### src/rtl/mant_mul_pkg.sv
// Shared constants and the tile pass predicate for the mantissa partial-product gate.
// The tile pass predicate is shared by the gating logic.
package mant_mul_pkg;

    localparam int TILE_W_DEF = 14;
    localparam int GRID_DEF   = 4;

    // Lane modes for GRID=4; larger op values select fewer, wider lanes.
    localparam int MODE_LANES_MAX  = 0;
    localparam int MODE_LANES_HALF = 1;
    localparam int MODE_LANE_ONE   = 2;

    // A tile survives when both of its coordinates fall inside the same 2^op-wide lane.
    function automatic logic tile_pass(input int unsigned i, input int unsigned j,
                                       input int unsigned op, input int unsigned grid_log2);
        if (op > grid_log2) begin
            return 1'b0;
        end
        return (i >> op) == (j >> op);
    endfunction

endpackage

### src/rtl/mant_pp_gate_comb.sv
// Combinational lane gating of the GRID x GRID tile array.
// Also produces the lane-start mask and the illegal-mode flag.
module mant_pp_gate_comb
    import mant_mul_pkg::*;
#(
    parameter int TILE_W = TILE_W_DEF,
    parameter int GRID   = GRID_DEF,
    parameter int OP_W   = 2
) (
    input  logic [GRID*GRID*TILE_W-1:0] in_pp,
    input  logic [OP_W-1:0]             in_op,
    output logic [GRID*GRID*TILE_W-1:0] gated_pp,
    output logic [GRID-1:0]             lane_mask,
    output logic                        illegal
);

    localparam int unsigned LOG_G = $clog2(GRID);

    logic [31:0] op_u;

    assign op_u    = 32'(in_op);
    assign illegal = (op_u > LOG_G);

    always_comb begin
        gated_pp  = '0;
        lane_mask = '0;
        for (int i = 0; i < GRID; i++) begin
            for (int j = 0; j < GRID; j++) begin
                if (tile_pass(i, j, op_u, LOG_G)) begin
                    gated_pp[(i*GRID+j)*TILE_W +: TILE_W] = in_pp[(i*GRID+j)*TILE_W +: TILE_W];
                end
            end
        end
        // Row k starts a lane when it is a multiple of the lane height.
        for (int k = 0; k < GRID; k++) begin
            lane_mask[k] = !illegal && ((32'(k) & ((32'd1 << op_u) - 32'd1)) == 32'd0);
        end
    end

endmodule

### src/rtl/mant_pp_gate_pipe.sv
// Lane gate followed by a 2-entry valid/ready FIFO feeding the partial-product reduction stage.
module mant_pp_gate_pipe
    import mant_mul_pkg::*;
#(
    parameter int TILE_W = TILE_W_DEF,
    parameter int GRID   = GRID_DEF,
    parameter int OP_W   = 2,
    parameter int TAG_W  = 8
) (
    input  logic                        clk,
    input  logic                        rst_n,
    input  logic                        flush,
    input  logic                        in_valid,
    output logic                        in_ready,
    input  logic [GRID*GRID*TILE_W-1:0] in_pp,
    input  logic [OP_W-1:0]             in_op,
    input  logic [TAG_W-1:0]            in_tag,
    output logic                        out_valid,
    input  logic                        out_ready,
    output logic [GRID*GRID*TILE_W-1:0] out_pp,
    output logic [GRID-1:0]             out_lane_mask,
    output logic                        out_illegal,
    output logic [TAG_W-1:0]            out_tag
);

    localparam int PP_W    = GRID * GRID * TILE_W;
    localparam int ENTRY_W = PP_W + GRID + 1 + TAG_W;

    logic [PP_W-1:0]    gated_pp;
    logic [GRID-1:0]    lane_mask;
    logic               illegal;
    logic [ENTRY_W-1:0] entry_in;
    logic [ENTRY_W-1:0] head;

    logic [ENTRY_W-1:0] mem_q [2];
    logic [ENTRY_W-1:0] mem_d [2];
    logic               wr_ptr_q, wr_ptr_d;
    logic               rd_ptr_q, rd_ptr_d;
    logic [1:0]         count_q, count_d;
    logic               push, pop;

    mant_pp_gate_comb #(
        .TILE_W (TILE_W),
        .GRID   (GRID),
        .OP_W   (OP_W)
    ) u_gate (
        .in_pp     (in_pp),
        .in_op     (in_op),
        .gated_pp  (gated_pp),
        .lane_mask (lane_mask),
        .illegal   (illegal)
    );

    assign entry_in  = {in_tag, illegal, lane_mask, gated_pp};
    assign in_ready  = (count_q != 2'd2);
    assign out_valid = (count_q != 2'd0);
    assign push      = in_valid && in_ready;
    assign pop       = out_valid && out_ready;

    // Outputs are forced to zero while empty so stale storage never leaks out.
    assign head = out_valid ? mem_q[rd_ptr_q] : '0;
    assign {out_tag, out_illegal, out_lane_mask, out_pp} = head;

    always_comb begin
        mem_d    = mem_q;
        wr_ptr_d = wr_ptr_q;
        rd_ptr_d = rd_ptr_q;
        count_d  = count_q;
        if (flush) begin
            wr_ptr_d = 1'b0;
            rd_ptr_d = 1'b0;
            count_d  = 2'd0;
        end else begin
            if (push) begin
                mem_d[wr_ptr_q] = entry_in;
                wr_ptr_d        = ~wr_ptr_q;
            end
            if (pop) begin
                rd_ptr_d = ~rd_ptr_q;
            end
            count_d = count_q + {1'b0, push} - {1'b0, pop};
        end
    end

    always_ff @(posedge clk or negedge rst_n) begin
        if (!rst_n) begin
            for (int e = 0; e < 2; e++) begin
                mem_q[e] <= '0;
            end
            wr_ptr_q <= 1'b0;
            rd_ptr_q <= 1'b0;
            count_q  <= 2'd0;
        end else begin
            mem_q    <= mem_d;
            wr_ptr_q <= wr_ptr_d;
            rd_ptr_q <= rd_ptr_d;
            count_q  <= count_d;
        end
    end

endmodule
### config.mk
export PLATFORM = sky130hd
export DESIGN_NAME = mant_pp_gate_pipe
export DESIGN_NICKNAME = d
export VERILOG_FILES = /design/src/rtl/mant_mul_pkg.sv /design/src/rtl/mant_pp_gate_comb.sv /design/src/rtl/mant_pp_gate_pipe.sv
export SDC_FILE = /design/constraint.sdc
export NUM_CORES = 1
export LEC_CHECK = 0
export CAP_MARGIN = 5
export CORE_ASPECT_RATIO = 0.75
export CORE_UTILIZATION = 53
export CTS_BUF_LIST = sky130_fd_sc_hd__clkbuf_4
export DETAILED_ROUTE_END_ITERATION = 7
export PLACE_DENSITY = 0.82
export SLEW_MARGIN = 5
export SYNTH_ARGS = -nofsm -noshare
export SYNTH_HDL_FRONTEND = slang
export SYNTH_SLANG_ARGS = --single-unit
### constraint.sdc
create_clock -name clk -period 1.86 [get_ports clk]
set_input_delay 0.372 -clock clk [delete_from_list [all_inputs] [get_ports clk]]
set_output_delay 0.372 -clock clk [all_outputs]
set_load 0.02 [all_outputs]
==> out/results.tsv, run 1 <==
metric	value	unit
WL final	61900	µm
fin crit share	1.48	
Via-to-Cell Ratio	5.34	
Max clock buf depth	3	
top-count cell post-synth	dfrtp_1	
Seq/Total Area, Yosys	0.519	
failing checks	negative setup slack	
final worst slack	-0.893	ns
grt ovf	0	
normalized max-slew margin	0.520	
placed cell areas	29400	µm²
hpwl dp	42500	µm
DRT Pass-1 Iters	4	
warnings from Yosys	0	
Syn Inst Count	1807	
routed vias	16400	
worst skew pair latency	0.89	ns
status	complete, but fails checks	
Most used DFF post-synth	dfrtp_1	
Setup violations, final	679	
final hold slack	0.149	ns
max-cap check violation count	0	
Num CTS Buffers	116	
final hold vios	0	
EDFF count, synth	0	
row count	65	
post-route setup TNS	-205.23	ns
syn_nets	2053	
critical path type	reg2out	
area leader, netlist	dfrtp_1	
DRC viols	0	
critical path capture point type	primary output	
Final GP Congestion	0.854	
clk slew on worst S/H paths	0.08	ns
Data arrival, critical path	2.38	ns
Worst R2R Path Depth	7	
fmax	0.363	GHz
count of cell types in the netlist	24	
Port Buf Inserts	477	
#FFs+latches synth	476	
core area	42400	µm²
share of the synthesized area in the top cell type	0.519	
min Tclk post-route	2.75	ns
Die Wd	242	µm
Syn Std Cell Area	23000	µm²
Worst-Margin Slew	0.717	ns
skew final	0.0601	ns
initial core utilization	0.542	
HP Class	in2async	
CTS H-tree depth	3	
die height	182	µm
CTS tree	done	
top post-synthesis cells by area	dfrtp_1 52%, mux2_2 19%, mux2i_1 10%, and2_1 4.6%, nor2_1 3.9%	
fin area	30700	µm²
static leakage	14.6	nW
Post-DRT Antenna Nets	0	
Syn-to-layout area delta	33.9	%
Synth Area per Inst	12.7	µm²
worst-path fanout max	13	
Required @ worst endpoint	1.49	ns
vias in the first global route	18000	
CP Launch Type	register	
asr flop ratio synth	1.00	
worst vdd ir	0.939	mV
Root Driver	clkbuf_4	
RSZ-0062 raised after global routing	true	
gr usage total	0.281	
initial antenna violation count	6	
Die ar.	44200	µm²
largest net degree at the start of global routing	57	
layout cells sized above 1	0.397	
Slew Limit Fails	0	
drt initial violations	770	
Sink Count	476	
I/O pins	478	
commonest cells in the netlist	476 x dfrtp_1, 392 x mux2_2, 240 x nor2_1, 238 x mux2i_1, 168 x and2_1	
fin nets	2672	
first-pass GRT wire length	97300	µm
wire length per cell	20.1	µm
Power Dens Cells	1370	nW/µm²
[per-stage QoR]
step | total power, W | worst slack [ns] | utilization | std cells
floorplan | 0.0258 | 0.0233 | - | 1807
global placement | 0.0331 | -0.418 | 0.693 | 2855
detailed placement | 0.0337 | -0.450 | 0.693 | 2855
CTS | 0.0420 | -1.03 | 0.724 | 3063
global route | 0.0445 | -1.04 | 0.726 | 3079
finish | 0.0422 | -0.893 | 0.726 | 3079
[repair_timing]
action / 4_1_cts / 5_1_grt
endpoints found under the hold margin: 476 / 0
hold buffers: 2 / 0
pin swaps: 5 / 2
resized for setup: 682 / 263
setup endpoints to repair: 626 / 701
gates cloned: 5 / 0
setup buffers: 5 / 10
[cells in the final DEF, fill, tap and decap left out, types with 49 or more instances in the layout]
cell type / netlist / final
buf_2: 44 / 57
nor2_1: 240 / 230
clkbuf_4: 0 / 160
clkdlybuf4s50_1: 0 / 237
nor2b_1: 57 / 57
mux2i_1: 238 / 199
buf_4: 23 / 188
dlygate4sd2_1: 0 / 51
dfrtp_1: 476 / 475
mux2_2: 392 / 392
buf_12: 0 / 49
and2_1: 168 / 168
[sequential cells by signal (all words and copies together) (netlist names)]
signal	flops
count_q	2
wr_ptr_q	1
mem_q	472
rd_ptr_q	1
[critical path, cell delays in order, from the launching register on]
cell and delay [ns]:
dfrtp_4 0.52, buf_12 0.18, buf_12 0.14, buf_16 0.14
buf_6 0.13, mux2i_1 0.11, nor2_1 0.13, buf_4 0.17
[cell families after synthesis]
family / share of synthesized area
XOR/XNOR: 0.00153
adder cells (fa/ha/maj): 0.00381
AND/OR/NAND/NOR: 0.102
AO/OA/AOI/OAI: 0.000654
multiplexers: 0.341
flip-flops: 0.519
buffers and inverters: 0.0321
[worst paths after layout]
| check | from | endpoint | slack (ns) |
|---|---|---|---|
| max in group asynchronous | rst_n | mem_q[52]$_DFFE_PN0P_ | 0.60 |
| min in group clk | in_tag[7] | mem_q[473]$_DFFE_PN0P_ | 0.15 |
| worst max-delay path | rd_ptr_q$_DFFE_PN0P_ | out_pp[134] | -0.89 |
| worst max register to register | count_q[1]$_DFF_PN0_ | mem_q[306]$_DFFE_PN0P_ | -0.17 |
| worst min register to register | mem_q[354]$_DFFE_PN0P_ | mem_q[354]$_DFFE_PN0P_ | 0.49 |
| worst min-delay path | rst_n | mem_q[109]$_DFFE_PN0P_ | 0.15 |
[power by group]
group | total (W) | leakage, nW | internal [W] | switching (W)
Sequential | 0.0160 | 6.20 | 0.0139 | 0.00205
Combinational | 0.0179 | 7.60 | 0.00918 | 0.00876
Clock | 0.00834 | 0.815 | 0.00409 | 0.00425
Total | 0.0422 | 14.6 | 0.0272 | 0.0151
[layer usage]
metal  up-vias  share of wire  track usage  wire length (µm)
li1       7428              -            -                 -
met1      8362           0.42        0.356             25900
met2       483           0.50        0.461             30700
met3       163          0.043       0.0535              2680
met4         0          0.042        0.151              2590
met5         -              0            0                 0
[area by class of cell]
type	instances	area (µm²)
fill	2851	11600
timing repair buffer	631	6110
tap	569	712
antenna	6	15.0
clock inverter	36	185
clock buffer	160	1200
multi-input combinational	1192	10600
sequential	476	11900
inverter	9	33.8
No activity file was read; power rests on OpenSTA's default activity.
==> inputs of run 2 (changes only) <==
Settings changed: MAX_ROUTING_LAYER set to met4.
==> out/results.tsv, run 2 (same netlist as run 1, synthesis figures left out) <==
metric	value	unit	change
fin nets	2672		unchanged
GRT met1 Usage	0.357		was 0.356
Reg-to-Reg Start	count_q[1]$_DFF_PN0_		unchanged
static leakage	14.6	nW	about the same
drt initial violations	812		was 770
worst vdd ir	0.936	mV	was 0.939 mV
Max clock buf depth	3		unchanged
Comb pwr share	0.425		about the same
die height	182	µm	unchanged
worst setup path start	rd_ptr_q$_DFFE_PN0P_		unchanged
final worst slack	-0.891	ns	was -0.893 ns
failing checks	negative setup slack		unchanged
Worst-Margin Slew	0.726	ns	was 0.717 ns
switching power	0.0150	W	was 0.0151 W
total power draw	0.0422	W	about the same
Via-to-Cell Ratio	5.34		about the same
switching portion of total power	0.356		about the same
DRT Pass-1 Iters	5		was 4
routed vias	16400		about the same
initial antenna violation count	6		unchanged
M3 GR Usage	0.0524		was 0.0535
Finished Layout Cells	3079		unchanged
sequential share of power	0.378		about the same
cell mode on critical path	buf_12		unchanged
skew final	0.0607	ns	was 0.0601 ns
status	complete, but fails checks		unchanged
Regs by FF count	mem_q: 472 flops, count_q: 2 flops		unchanged
CP Launch Type	register		unchanged
gr usage total	0.290		was 0.281
worst-path fanout max	13		unchanged
met2 usage	0.460		was 0.461
placed cells	2855		unchanged
Cell Int Power	0.0272	W	about the same
WL final	61700	µm	was 61,900 µm
wire length per cell	20.0	µm	was 20.1 µm
hpwl dp	42500	µm	unchanged
final hold slack	0.142	ns	was 0.149 ns
commonest non-fill, non-tap cell in the layout	dfrtp_1		unchanged
RSZ-0062 raised after global routing	true		unchanged
HP Class	in2reg		was in2async
grt ovf	0		unchanged
I/O pins	478		unchanged
CTS tree	done		unchanged
Die ar.	44200	µm²	unchanged
Sequential cell area	11900	µm²	unchanged
worst skew pair latency	0.89	ns	about the same
Top reg by flops	mem_q		unchanged
Final GP Congestion	0.867		was 0.854
Sink Count	476		unchanged
Post-DRT Antenna Nets	0		unchanged
Syn-to-layout area delta	33.9	%	about the same
Port Buf Inserts	477		unchanged
Data arrival, critical path	2.38	ns	about the same
Die Wd	242	µm	unchanged
first-pass GRT wire length	97300	µm	about the same
HP Start	in_tag[7]		
normalized max-slew margin	0.514		was 0.520
CTS H-tree depth	3		unchanged
critical path capture point type	primary output		unchanged
final hold vios	0		unchanged
Multi-input gate area	10600	µm²	unchanged
layout cells sized above 1	0.397		about the same
DRC viols	0		unchanged
Most Used Layer, Global Route	met2		unchanged
Slew Limit Fails	0		unchanged
critical path type	reg2out		unchanged
FILL cells	2852		was 2,851
largest net degree at the start of global routing	57		unchanged
clk slew on worst S/H paths	0.06	ns	was 0.08 ns
initial core utilization	0.542		unchanged
Num CTS Buffers	116		unchanged
Power Dens Cells	1370	nW/µm²	about the same
Required @ worst endpoint	1.49	ns	about the same
Setup violations, final	672		was 679
max FFs per register	472		unchanged
Slowest-stage cell, CP	dfrtp_4		unchanged
Root Driver	clkbuf_4		unchanged
min Tclk post-route	2.75	ns	about the same
Critical Path, Cell by Cell	buf_12 > buf_12 > buf_16 > buf_6 > mux2i_1 > nor2_1 > buf_4		unchanged
core area	42400	µm²	unchanged
fmax	0.364	GHz	was 0.363 GHz
fin crit share	1.48		about the same
post-route setup TNS	-201.82	ns	was -205.23 ns
vias in the first global route	18000		about the same
most frequent cells in the layout	475 x dfrtp_1, 392 x mux2_2, 237 x clkdlybuf4s50_1, 230 x nor2_1, 199 x mux2i_1		unchanged
clock share of power	0.197		about the same
Critical Path Max Stage Delay	0.53	ns	was 0.52 ns
max-cap check violation count	0		unchanged
row count	65		unchanged
run 2: cell count changes in the layout (fill, tap and decap cells not counted):
cell,delta
dlygate4sd2_1,+2
buf_2,-1
clkdlybuf4s15_1,-1
clkbuf_2,-1
buf_4,+2
buf_8,-1
run 2: path summary, 6_finish.rpt:
check	endpoint	slack [ns]	cells past startpoint
worst max-delay path	out_pp[134]	-0.89	7
worst min-delay path	mem_q[473]$_DFFE_PN0P_	0.14	2
worst max register to register	mem_q[306]$_DFFE_PN0P_	-0.16	7
worst min register to register	mem_q[354]$_DFFE_PN0P_	0.49	1
max in group asynchronous	mem_q[52]$_DFFE_PN0P_	0.59	3
min in group asynchronous	mem_q[109]$_DFFE_PN0P_	0.15	3
run 2: critical path, delay by kind of cell, from the launching register on:
kind,cells,cell delay (ns)
buf+inv,5,0.76
flops,1,0.53
simple gates,1,0.13
mux,1,0.11
run 2: power groups by stage:
stage | Sequential (W) | Clock (W) | Combinational [W]
after global placement | 0.0157 | 0 | 0.0174
after floorplan | 0.0153 | 0 | 0.0105
final | 0.0160 | 0.00833 | 0.0179
after global routing | 0.0164 | 0.00910 | 0.0190
after CTS | 0.0158 | 0.00857 | 0.0176
after detailed placement | 0.0159 | 0 | 0.0178
run 2: metal layers:
layer / wire, µm / share of wire / vias up
li1: - / - / 7431
met1: 25900 / 0.42 / 8350
met2: 30600 / 0.50 / 485
met3: 2780 / 0.045 / 166
met4: 2510 / 0.041 / 0
met5: 0 / 0 / -
run 2: cell type report:
cell class                 instances  share of cell area
inverter                           9             0.00110
tap                              569              0.0232
multi-input combinational       1192               0.344
clock buffer                     160              0.0391
timing repair buffer             631               0.199
antenna                            6            0.000488
clock inverter                    36             0.00602
sequential                       476               0.388
run 2: repair_timing:
action | 4_1_cts | 5_1_grt
gates resized for setup | 682 | 259
buffers inserted | 5 | 10
endpoints found under the hold margin | 476 | 0
cloned | 5 | 0
pin swaps | 5 | 2
hold buffers | 2 | 0
endpoints found under the setup margin | 626 | 701
run 2: metrics by stage:
stage | utilization | setup WS, ns | cell area, µm²
5_1_grt | 0.726 | -1.03 | 30700
2_1_floorplan | - | 0.0233 | 23000
4_1_cts | 0.724 | -1.03 | 30700
3_3_place_gp | 0.693 | -0.418 | 29400
6_report | 0.726 | -0.891 | 30700
3_5_place_dp | 0.693 | -0.450 | 29400
